File: config.mk
export PLATFORM = sky130hd
export DESIGN_NAME = router_ctrl_fsm
export DESIGN_NICKNAME = d
export VERILOG_FILES = /design/src/rtl/router_ctrl_fsm.sv
export SDC_FILE = /design/constraint.sdc
export NUM_CORES = 1
export LEC_CHECK = 0
export ABC_AREA = 0
export BUFFER_PORTS_ARGS = -buffer_cell sky130_fd_sc_hd__buf_2
export CAP_MARGIN = 5
export CORE_UTILIZATION = 50
export DETAILED_ROUTE_END_ITERATION = 6
export GPL_TIMING_DRIVEN = 1
export PLACE_DENSITY_LB_ADDON = 0.3
export SYNTH_ARGS = -nofsm -noshare
export SYNTH_HDL_FRONTEND = slang
export SYNTH_SLANG_ARGS = --single-unit
File: constraint.sdc
create_clock -name clock -period 3.7 [get_ports clock]
set_input_delay 0.37 -clock clock [delete_from_list [all_inputs] [get_ports clock]]
set_output_delay 0.37 -clock clock [all_outputs]
set_load 0.005 [all_outputs]
File: src/rtl/router_ctrl_fsm.sv
// router_ctrl_fsm
// Packet-level controller for the 1x3 router. Watches the incoming byte
// stream, waits for the addressed FIFO to drain when needed, and sequences
// header, payload and parity loading. A destination soft reset sends it back
// to address decode.
//
// Ports:
//   clock                      rising-edge clock
//   resetn                     synchronous, active-low reset
//   pkt_valid                  input byte valid (falling edge marks parity byte)
//   data_in[1:0]               low bits of current byte (address while decoding)
//   fifo_full                  full flag of the addressed FIFO
//   fifo_empty_0/1/2           destination FIFO empty flags
//   soft_reset_0/1/2           per-port timeout resets
//   parity_done                register block has stored the parity byte
//   low_pkt_valid              pkt_valid dropped while stalled
//   detect_add                 in DECODE_ADDRESS
//   lfd_state                  in LOAD_FIRST_DATA
//   ld_state                   in LOAD_DATA
//   full_state                 in FIFO_FULL_STATE
//   laf_state                  in LOAD_AFTER_FULL
//   write_enb_reg              FIFO write requested this cycle
//   rst_int_reg                in CHECK_PARITY_ERROR
//   busy                       upstream must hold the current byte
module router_ctrl_fsm (
  input  logic       clock,
  input  logic       resetn,
  input  logic       pkt_valid,
  input  logic [1:0] data_in,
  input  logic       fifo_full,
  input  logic       fifo_empty_0,
  input  logic       fifo_empty_1,
  input  logic       fifo_empty_2,
  input  logic       soft_reset_0,
  input  logic       soft_reset_1,
  input  logic       soft_reset_2,
  input  logic       parity_done,
  input  logic       low_pkt_valid,
  output logic       detect_add,
  output logic       lfd_state,
  output logic       ld_state,
  output logic       full_state,
  output logic       laf_state,
  output logic       write_enb_reg,
  output logic       rst_int_reg,
  output logic       busy
);

  typedef enum logic [2:0] {
    DECODE_ADDRESS     = 3'd0,
    LOAD_FIRST_DATA    = 3'd1,
    LOAD_DATA          = 3'd2,
    FIFO_FULL_STATE    = 3'd3,
    LOAD_AFTER_FULL    = 3'd4,
    WAIT_TILL_EMPTY    = 3'd5,
    LOAD_PARITY        = 3'd6,
    CHECK_PARITY_ERROR = 3'd7
  } state_t;

  state_t     state;
  state_t     next_state;
  logic [1:0] addr_q;
  logic       hdr_empty;
  logic       emp;
  logic       sr;

  // Flag selection. While decoding, the header byte itself picks the FIFO
  // whose empty flag decides between loading and waiting. Everywhere else the
  // latched address picks the empty flag and the soft reset. Address 3 is not
  // a real port, so it selects nothing.
  always_comb begin
    hdr_empty = 1'b0;
    emp       = 1'b0;
    sr        = 1'b0;
    case (data_in)
      2'd0:    hdr_empty = fifo_empty_0;
      2'd1:    hdr_empty = fifo_empty_1;
      2'd2:    hdr_empty = fifo_empty_2;
      default: hdr_empty = 1'b0;
    endcase
    case (addr_q)
      2'd0: begin
        emp = fifo_empty_0;
        sr  = soft_reset_0;
      end
      2'd1: begin
        emp = fifo_empty_1;
        sr  = soft_reset_1;
      end
      2'd2: begin
        emp = fifo_empty_2;
        sr  = soft_reset_2;
      end
      default: begin
        emp = 1'b0;
        sr  = 1'b0;
      end
    endcase
  end

  // Next-state logic. A soft reset of the addressed port aborts whatever the
  // packet was doing and returns to decode; in decode it is meaningless.
  // While loading, a full FIFO takes priority over pkt_valid falling so the
  // byte in flight is not lost.
  always_comb begin
    next_state = state;
    if (sr && (state != DECODE_ADDRESS)) begin
      next_state = DECODE_ADDRESS;
    end else begin
      case (state)
        DECODE_ADDRESS: begin
          if (pkt_valid && (data_in != 2'd3))
            next_state = hdr_empty ? LOAD_FIRST_DATA : WAIT_TILL_EMPTY;
        end
        LOAD_FIRST_DATA: next_state = LOAD_DATA;
        LOAD_DATA: begin
          if (fifo_full)
            next_state = FIFO_FULL_STATE;
          else if (!pkt_valid)
            next_state = LOAD_PARITY;
        end
        FIFO_FULL_STATE: begin
          if (!fifo_full)
            next_state = LOAD_AFTER_FULL;
        end
        LOAD_AFTER_FULL: begin
          if (parity_done)
            next_state = DECODE_ADDRESS;
          else if (low_pkt_valid)
            next_state = LOAD_PARITY;
          else
            next_state = LOAD_DATA;
        end
        WAIT_TILL_EMPTY: begin
          if (emp)
            next_state = LOAD_FIRST_DATA;
        end
        LOAD_PARITY: next_state = CHECK_PARITY_ERROR;
        CHECK_PARITY_ERROR: begin
          next_state = fifo_full ? FIFO_FULL_STATE : DECODE_ADDRESS;
        end
        default: next_state = DECODE_ADDRESS;
      endcase
    end
  end

  // State, address and output registers. The outputs are registered from the
  // next state so that they change on the same edge as the state register and
  // always equal a pure decode of it. The address is captured from any valid
  // byte seen in decode, and a soft reset deliberately leaves it alone.
  always_ff @(posedge clock) begin
    if (!resetn) begin
      state         <= DECODE_ADDRESS;
      addr_q        <= 2'd0;
      detect_add    <= 1'b1;
      lfd_state     <= 1'b0;
      ld_state      <= 1'b0;
      full_state    <= 1'b0;
      laf_state     <= 1'b0;
      write_enb_reg <= 1'b0;
      rst_int_reg   <= 1'b0;
      busy          <= 1'b0;
    end else begin
      state <= next_state;
      if ((state == DECODE_ADDRESS) && pkt_valid)
        addr_q <= data_in;
      detect_add    <= (next_state == DECODE_ADDRESS);
      lfd_state     <= (next_state == LOAD_FIRST_DATA);
      ld_state      <= (next_state == LOAD_DATA);
      full_state    <= (next_state == FIFO_FULL_STATE);
      laf_state     <= (next_state == LOAD_AFTER_FULL);
      rst_int_reg   <= (next_state == CHECK_PARITY_ERROR);
      write_enb_reg <= (next_state == LOAD_DATA) ||
                       (next_state == LOAD_PARITY) ||
                       (next_state == LOAD_AFTER_FULL);
      busy          <= (next_state != DECODE_ADDRESS) &&
                       (next_state != LOAD_DATA);
    end
  end

endmodule

==> summary.log, run 1 <==
[timing] Tightest Pin Transition 418 ps
[finish] # fillers 94
[global_route] global route overflow 0
[synth] cell taking the most area after synthesis dfxtp_1
[finish] final instance count without filler cells 106
[critical_path] cell with the largest stage delay on the worst path dfxtp_1
[synth] basic-gate share of the synthesized area counting and, or, nand and nor cells 25.2%
[pwr] power density over the cells 445 nW/um^2
[detailed_routing] per-cell via count in the routed design 5.16
[min_path] worst min-delay path category in2reg
[timing] Final Hold Fails 0
[synth] Synthesis Warnings 0
[clocking] post-CTS clock slew at the launch and capture registers of the worst setup and hold paths 70 ps
[clocking] number of buffers on the longest clock path 2
[finish] core utilization of the finished layout 67.2%
[placement] final HPWL from detailed placement 896 microns
[clocking] maximum level of the CTS H-tree 1
[synth] number of synthesized flops with an enable pin 0
[pwr] sequential share of power 49.4%
[clocking] Gates resized, CTS repair 0
[synth] portion of the post-synthesis area used by sequential elements 39.7%
[floorplanning] Top-Level Pins 22
[clocking] clock insertion delay at the later pin of the skew report 270 ps
[synth] Netlist Area Pre-Place 656 sq um
[critical_path] category of the critical setup timing path reg2reg
[detailed_routing] vias after detailed routing 547
[timing] setup repair after global routing missed its margin no
[critical_path] Data arrival, critical path 1760 ps
[detailed_routing] number of DRC markers in iteration 0 11
[outcome] status completed
[critical_path] critical path endpoint category flip-flop
[pwr] maximum ir drop on the vdd rail 278 uV
[pwr] proportion of power drawn by combinational gates 26.2%
[placement] final RePlAce weighted congestion 0.817
[floorplanning] Initial Utilization 56.7%
[detailed_routing] DRT antenna net count 0
[synth] Synthesized Nets 84
[clocking] hold buffer count at cts 0
[synth] Syn Area/Cell 9.37 sq um
[min_path] hold path depth 2
[pwr] sw frac 30.1%
[timing] Final Skew 2.28 ps
[critical_path] worst reg2reg path depth 5
[synth] Synth top cells by count dfxtp_1, nor2_1, a21oi_1, inv_1, mux2i_1
[critical_path] endpoint of the worst-slack reg-to-reg timing path detect_add
[pwr] Lkg Pwr 0.341 nW
[synth] Primary FF master, synth dfxtp_1
[timing] worst-case setup margin in the final layout 2110 ps
[synth] dominant combinational cell family by area after synthesis simple AND/OR/NAND/NOR gates
[min_path] Min-Delay Endpoint state[1]
[detailed_routing] WL/cell 10.6 microns
[finish] largest reg by FF count state
[clocking] TritonCTS sink count 13
[timing] upper clock frequency limit 0.627 GHz
[timing] final setup violating endpoints 0
[timing] summed negative setup slack over all endpoints 0 ps
[clocking] Post-CTS Repair Setup Buffers 0
[synth] complex-gate fraction of the synthesized area 19.5%
[pwr] switching power 104 uW
[global_route] maximum number of pins on one net before global-route repair 11
[finish] synthesis-to-finish area growth 18.5%
[min_path] startpoint of the most critical hold path resetn
[placement] cell total after placement 102
[synth] most common cell in the synthesized netlist dfxtp_1
[floorplanning] Rows 12
[finish] largest registers ranked by flip-flop count state: 3 flops, addr_q: 2 flops
[critical_path] Crit Reg-Reg Startpoint state[1]
[synth] Post-synth ARST share 0%
[critical_path] register-to-register path setup slack 2110 ps
[synth] Syn Inst Count 70
[floorplanning] area of the die 1460 sq um
[critical_path] sum of buffers and inverters on the critical path 0
[critical_path] maximum cell stage delay along the critical path 550 ps
[critical_path] critical path peak fanout 10
[finish] fin nets 107
[detailed_routing] DRC 0
[finish] number of flip-flops under the largest register name 3
[timing] worst max-slew margin expressed relative to the limit 72.0%
[clocking] buffer type at the clock tree root clkbuf_4
[placement] pre-CTS setup slack 2100 ps
[synth] fraction of post-synthesis cell area in the top cell type by area 39.7%
[pwr] Internal Power 241 uW
[floorplanning] core region area 1160 sq um
[timing] max-slew violation total from the final report 0
[pwr] share of total power in the clock network 24.4%
[critical_path] kind of cell adding the most delay to the critical path compound AO/OA/AOI/OAI gates
[synth] multiplexer area fraction after synthesis 7.82%
[job] Maximum Capacitance Violations 0
[global_route] Overall Global Routing Usage 19.2%
[placement] count of input and output buffers 21
[detailed_routing] drt pass-1 iters 4
[critical_path] required time of the critical path 3870 ps
[timing] clock period minus final worst setup slack 1590 ps
[critical_path] element type at the critical path start flip-flop
[floorplanning] Die Span X 38.2 microns
[synth] Post-Synth Adder-Cell Area 0%
[finish] antenna fix cells 0
[critical_path] critical path cell sequence nor2b_1 -> nand2_1 -> o211ai_1 -> o21ai_4 -> a31o_1
[synth] parity-gate share of the synthesized area counting xor and xnor cells 1.34%
[synth] number of distinct library cells after synthesis 31
[floorplanning] height of the die 38.2 microns
[finish] layout cell share with drive strength beyond 1 33.7%
[clocking] TritonCTS clock tree built
[global_route] initial antenna violation count 0
[synth] Synth area leaders dfxtp_1, mux2i_1, nor2_1
[timing] portion of the clock cycle consumed by the worst path in the final layout 43.1%
[detailed_routing] drt total wl 1120 microns
[global_route] wire length of the first global-routing pass 1830 microns
[clocking] number of CTS-inserted buffers 3
[global_route] vias in the first global route 426
[synth] register bit count reported by yosys 13
[cell type report]
type,count,area [sq um],share of cell area (%)
clock buffer,4,26.3,3.38
inverter,4,15.0,1.93
multi-input combinational,50,353,45.4
sequential,13,260,33.5
tap,14,17.5,2.25
timing repair buffer,21,105,13.5
[metal layers]
layer  up-vias  track usage (%)  wire [microns]
li1        289                -               -
met1       237             24.9             548
met2        16             25.8             484
met3         5             8.72              65
met4         0             10.7              20
met5         -                0               0
[per-stage QoR]
stage | cell area [sq um] | hold WS, ps | total power, mW
3_3_place_gp | 751 | 582 | 0.263
4_1_cts | 777 | 357 | 0.348
5_1_grt | 777 | 367 | 0.368
6_report | 777 | 358 | 0.345
3_5_place_dp | 751 | 574 | 0.264
2_1_floorplan | 656 | 506 | 0.242
[cells in the final DEF (no fill, tap or decap), types with 3 or more instances in the layout]
| cell type | count |
|---|---|
| dfxtp_1 | 13 |
| inv_1 | 4 |
| clkbuf_4 | 3 |
| nand2_1 | 3 |
| a21oi_1 | 4 |
| nor2_1 | 8 |
| buf_2 | 21 |
| mux2i_1 | 4 |
[how the worst max path moves through the flow]
stage | cells past startpoint | slack (ps) | end | start
after detailed placement | 6 | 2100 | detect_add | data_in[0]
after global routing | 5 | 2030 | detect_add | state[1]
after CTS | 5 | 2110 | detect_add | state[1]
final | 5 | 2110 | detect_add | state[1]
after floorplan | 5 | 2290 | detect_add | state[2]
after global placement | 6 | 2110 | detect_add | data_in[0]
[power groups by stage]
| stage | Clock, mW | Combinational [mW] | Sequential, mW |
|---|---|---|---|
| floorplan | 0 | 0.0758 | 0.166 |
| CTS | 0.0867 | 0.0910 | 0.171 |
| global placement | 0 | 0.0893 | 0.173 |
| detailed placement | 0 | 0.0907 | 0.174 |
| finish | 0.0842 | 0.0905 | 0.171 |
| global route | 0.0938 | 0.101 | 0.173 |
[cell families (layout without fill, tap and decap cells)]
group / count (synthesis) / in the layout
simple gates: 28 / 28
compound gates: 16 / 16
flops: 13 / 13
buf+inv: 7 / 29
mux: 5 / 5
xor+xnor: 1 / 1
No activity file was read; power rests on OpenSTA's default activity.
==> inputs of run 2 (changes only) <==
--- a/config.mk
+++ b/config.mk
@@ -5,10 +5,10 @@
 export SDC_FILE = /design/constraint.sdc
 export NUM_CORES = 1
 export LEC_CHECK = 0
-export ABC_AREA = 0
+export ABC_AREA = 1
 export BUFFER_PORTS_ARGS = -buffer_cell sky130_fd_sc_hd__buf_2
 export CAP_MARGIN = 5
-export CORE_UTILIZATION = 50
+export CORE_UTILIZATION = 47
 export DETAILED_ROUTE_END_ITERATION = 6
 export GPL_TIMING_DRIVEN = 1
 export PLACE_DENSITY_LB_ADDON = 0.3
==> constraint.sdc (replaced) <==
create_clock -name clock -period 1.6 [get_ports clock]
set_input_delay 0.16 -clock clock [delete_from_list [all_inputs] [get_ports clock]]
set_output_delay 0.16 -clock clock [all_outputs]
set_load 0.005 [all_outputs]
==> summary.log, run 2 <==
[synth] Synthesized Nets 111 [was 84]
[timing] worst-case setup margin in the final layout 293 ps [was 2110 ps]
[synth] Syn Inst Count 97 [was 70]
[detailed_routing] number of DRC markers in iteration 0 19 [was 11]
[timing] setup repair after global routing missed its margin no [unchanged]
[detailed_routing] drt total wl 1340 microns [was 1120 microns]
[global_route] maximum number of pins on one net before global-route repair 8 [was 11]
[detailed_routing] per-cell via count in the routed design 4.86 [was 5.16]
[clocking] TritonCTS clock tree built [unchanged]
[finish] layout cell share with drive strength beyond 1 32.8% [was 33.7%]
[global_route] global route overflow 0 [unchanged]
[synth] Synthesis Warnings 0 [unchanged]
[placement] post-detailed-placement cell area 785 sq um [was 751 sq um]
[timing] worst max-slew margin expressed relative to the limit 86.5% [was 72.0%]
[synth] cell taking the most area after synthesis dfxtp_1 [unchanged]
[critical_path] element type at the critical path start flip-flop [unchanged]
[clocking] Gates resized, CTS repair 0 [unchanged]
[placement] final RePlAce weighted congestion 0.804 [was 0.817]
[critical_path] critical path peak fanout 5 [was 10]
[timing] summed negative setup slack over all endpoints 0 ps [unchanged]
[finish] largest reg by FF count state [unchanged]
[min_path] worst min-delay path category in2reg [unchanged]
[floorplanning] Initial Utilization 50.8% [was 56.7%]
[synth] Syn Area/Cell 6.81 sq um [was 9.37 sq um]
[clocking] Post-CTS Repair Setup Buffers 0 [unchanged]
[clocking] maximum level of the CTS H-tree 1 [unchanged]
[global_route] Overall Global Routing Usage 20.9% [was 19.2%]
[critical_path] category of the critical setup timing path reg2reg [unchanged]
[global_route] wire length of the first global-routing pass 2210 microns [was 1830 microns]
[pwr] maximum ir drop on the vdd rail 945 uV [was 278 uV]
[synth] number of synthesized flops with an enable pin 0 [unchanged]
[critical_path] Data arrival, critical path 1510 ps [was 1760 ps]
[floorplanning] Top-Level Pins 22 [unchanged]
[timing] max-slew violation total from the final report 0 [unchanged]
[synth] Primary FF master, synth dfxtp_1 [unchanged]
[synth] Post-synth ARST share 0% [unchanged]
[detailed_routing] DRT antenna net count 0 [unchanged]
[pwr] power density over the cells 1780 nW/um^2 [was 445 nW/um^2]
[finish] final instance count without filler cells 137 [was 106]
[job] Maximum Capacitance Violations 0 [unchanged]
[synth] fraction of post-synthesis cell area in the top cell type by area 39.4% [was 39.7%]
[critical_path] critical path endpoint category flip-flop [unchanged]
[finish] antenna fix cells 0 [unchanged]
[outcome] status completed [unchanged]
[clocking] buffer type at the clock tree root clkbuf_4 [unchanged]
[timing] clock period minus final worst setup slack 1310 ps [was 1590 ps]
[finish] top library cells by usage in the layout, fill and taps aside nand2_1, buf_2, inv_1, nand3_1, dfxtp_1 [was buf_2, dfxtp_1, nor2_1]
[clocking] number of CTS-inserted buffers 3 [unchanged]
[floorplanning] height of the die 39.5 microns [was 38.2 microns]
[synth] Synth area leaders dfxtp_1, nand2_1, nand3_1 [was dfxtp_1, mux2i_1, nor2_1]
[global_route] initial antenna violation count 0 [unchanged]
[timing] Final Skew 12.1 ps [was 2.28 ps]
[floorplanning] Die Span X 39.5 microns [was 38.2 microns]
[timing] Tightest Pin Transition 203 ps [was 418 ps]
[timing] final setup violating endpoints 0 [unchanged]
[finish] fin nets 137 [was 107]
[placement] cell total after placement 133 [was 102]
[floorplanning] area of the die 1560 sq um [was 1460 sq um]
[placement] pre-CTS setup slack 344 ps [was 2100 ps]
[clocking] clock insertion delay at the later pin of the skew report 280 ps [was 270 ps]
[synth] Netlist Area Pre-Place 661 sq um [was 656 sq um]
[critical_path] worst reg2reg path depth 8 [was 5]
[pwr] Lkg Pwr 0.447 nW [was 0.341 nW]
[detailed_routing] drt pass-1 iters 4 [unchanged]
[synth] register bit count reported by yosys 13 [unchanged]
[min_path] hold path depth 3 [was 2]
[timing] Final Hold Fails 0 [unchanged]
[timing] Post-Route Hold Slack 176 ps [was 358 ps]
[finish] total non-filler cell area in the finished layout 811 sq um [was 777 sq um]
[min_path] startpoint of the most critical hold path resetn [unchanged]
[pwr] sum of internal, switching and leakage power 1.44 mW [was 345 uW]
[min_path] Min-Delay Endpoint addr_q[1] [was state[1]]
[finish] synthesis-to-finish area growth 22.7% [was 18.5%]
[critical_path] Crit Reg-Reg Startpoint state[2] [was state[1]]
[floorplanning] core region area 1300 sq um [was 1160 sq um]
[critical_path] endpoint of the worst-slack reg-to-reg timing path ld_state [was detect_add]
[finish] number of flip-flops under the largest register name 3 [unchanged]
[critical_path] register-to-register path setup slack 290 ps [was 2110 ps]
[detailed_routing] DRC 0 [unchanged]
[global_route] vias in the first global route 576 [was 426]
[synth] most common cell in the synthesized netlist nand2_1 [was dfxtp_1]
[synth] number of distinct library cells after synthesis 16 [was 31]
[detailed_routing] WL/cell 9.78 microns [was 10.6 microns]
[synth] portion of the post-synthesis area used by sequential elements 39.4% [was 39.7%]
[detailed_routing] vias after detailed routing 666 [was 547]
[clocking] post-CTS clock slew at the launch and capture registers of the worst setup and hold paths 80 ps [was 70 ps]
[synth] Synth top cells by count nand2_1, inv_1, nand3_1, dfxtp_1, nor2_1 [was dfxtp_1, nor2_1, a21oi_1, inv_1, mux2i_1]
[finish] largest registers ranked by flip-flop count state: 3 flops, addr_q: 2 flops [unchanged]
[timing] upper clock frequency limit 0.765 GHz [was 0.627 GHz]
[finish] # fillers 122 [was 94]
[placement] count of input and output buffers 21 [unchanged]
[critical_path] worst setup path start state[2] [was state[1]]
[clocking] hold buffer count at cts 0 [unchanged]
[timing] portion of the clock cycle consumed by the worst path in the final layout 81.7% [was 43.1%]
[clocking] TritonCTS sink count 13 [unchanged]
[finish] core utilization of the finished layout 62.3% [was 67.2%]
[critical_path] required time of the critical path 1800 ps [was 3870 ps]
[floorplanning] Rows 13 [was 12]
[clocking] number of buffers on the longest clock path 2 [unchanged]
[placement] final HPWL from detailed placement 1070 microns [was 896 microns]
run 2: routing by layer:
metal,up-vias,part of all wire (%),wire length [microns],global-route usage (%)
met5,-,0,0,0
met4,0,0.60,8,7.76
met3,2,4.2,56,3.98
met2,15,47,628,35.2
met1,295,48,646,25.8
li1,354,-,-,-
run 2: kinds of logic after synthesis:
| kind of cell | synth area share, % |
|---|---|
| buffers and inverters | 9.66 |
| and+or+nand+nor | 43.9 |
| AOI/OAI and AO/OA | 7.01 |
| DFF | 39.4 |
run 2: report_power, final:
group          internal, mW  switching, mW  leakage [nW]  total (mW)
clock network        0.0967          0.104        0.0150       0.201
logic                 0.264          0.488         0.325       0.753
registers             0.430         0.0603         0.107       0.490
total                 0.791          0.653         0.447        1.44
run 2: layout make-up:
cell class              count  area, sq um  area share [%]
clock buffers               4         26.3            3.24
inverters                  17         63.8            7.87
multi-input cells          67          337            41.5
flip-flops and latches     13          260            32.1
well taps                  15         18.8            2.31
repair buffers             21          105            13.0
run 2: how the worst max path moves through the flow:
stage,to,slack [ps],depth (start not counted)
finish,ld_state,290,8
global route,full_state,190,8
CTS,ld_state,310,8
detailed placement,ld_state,340,8
global placement,ld_state,330,8
floorplan,detect_add,500,8
run 2: worst max-delay path: stages (launching register included):
cell and delay [ps]:
dfxtp_1 410, inv_2 90, nand2_1 120, nor2_1 60, nor2_1 110, nand3_1 120, nand2_1 150, inv_1 80
nor3_2 90
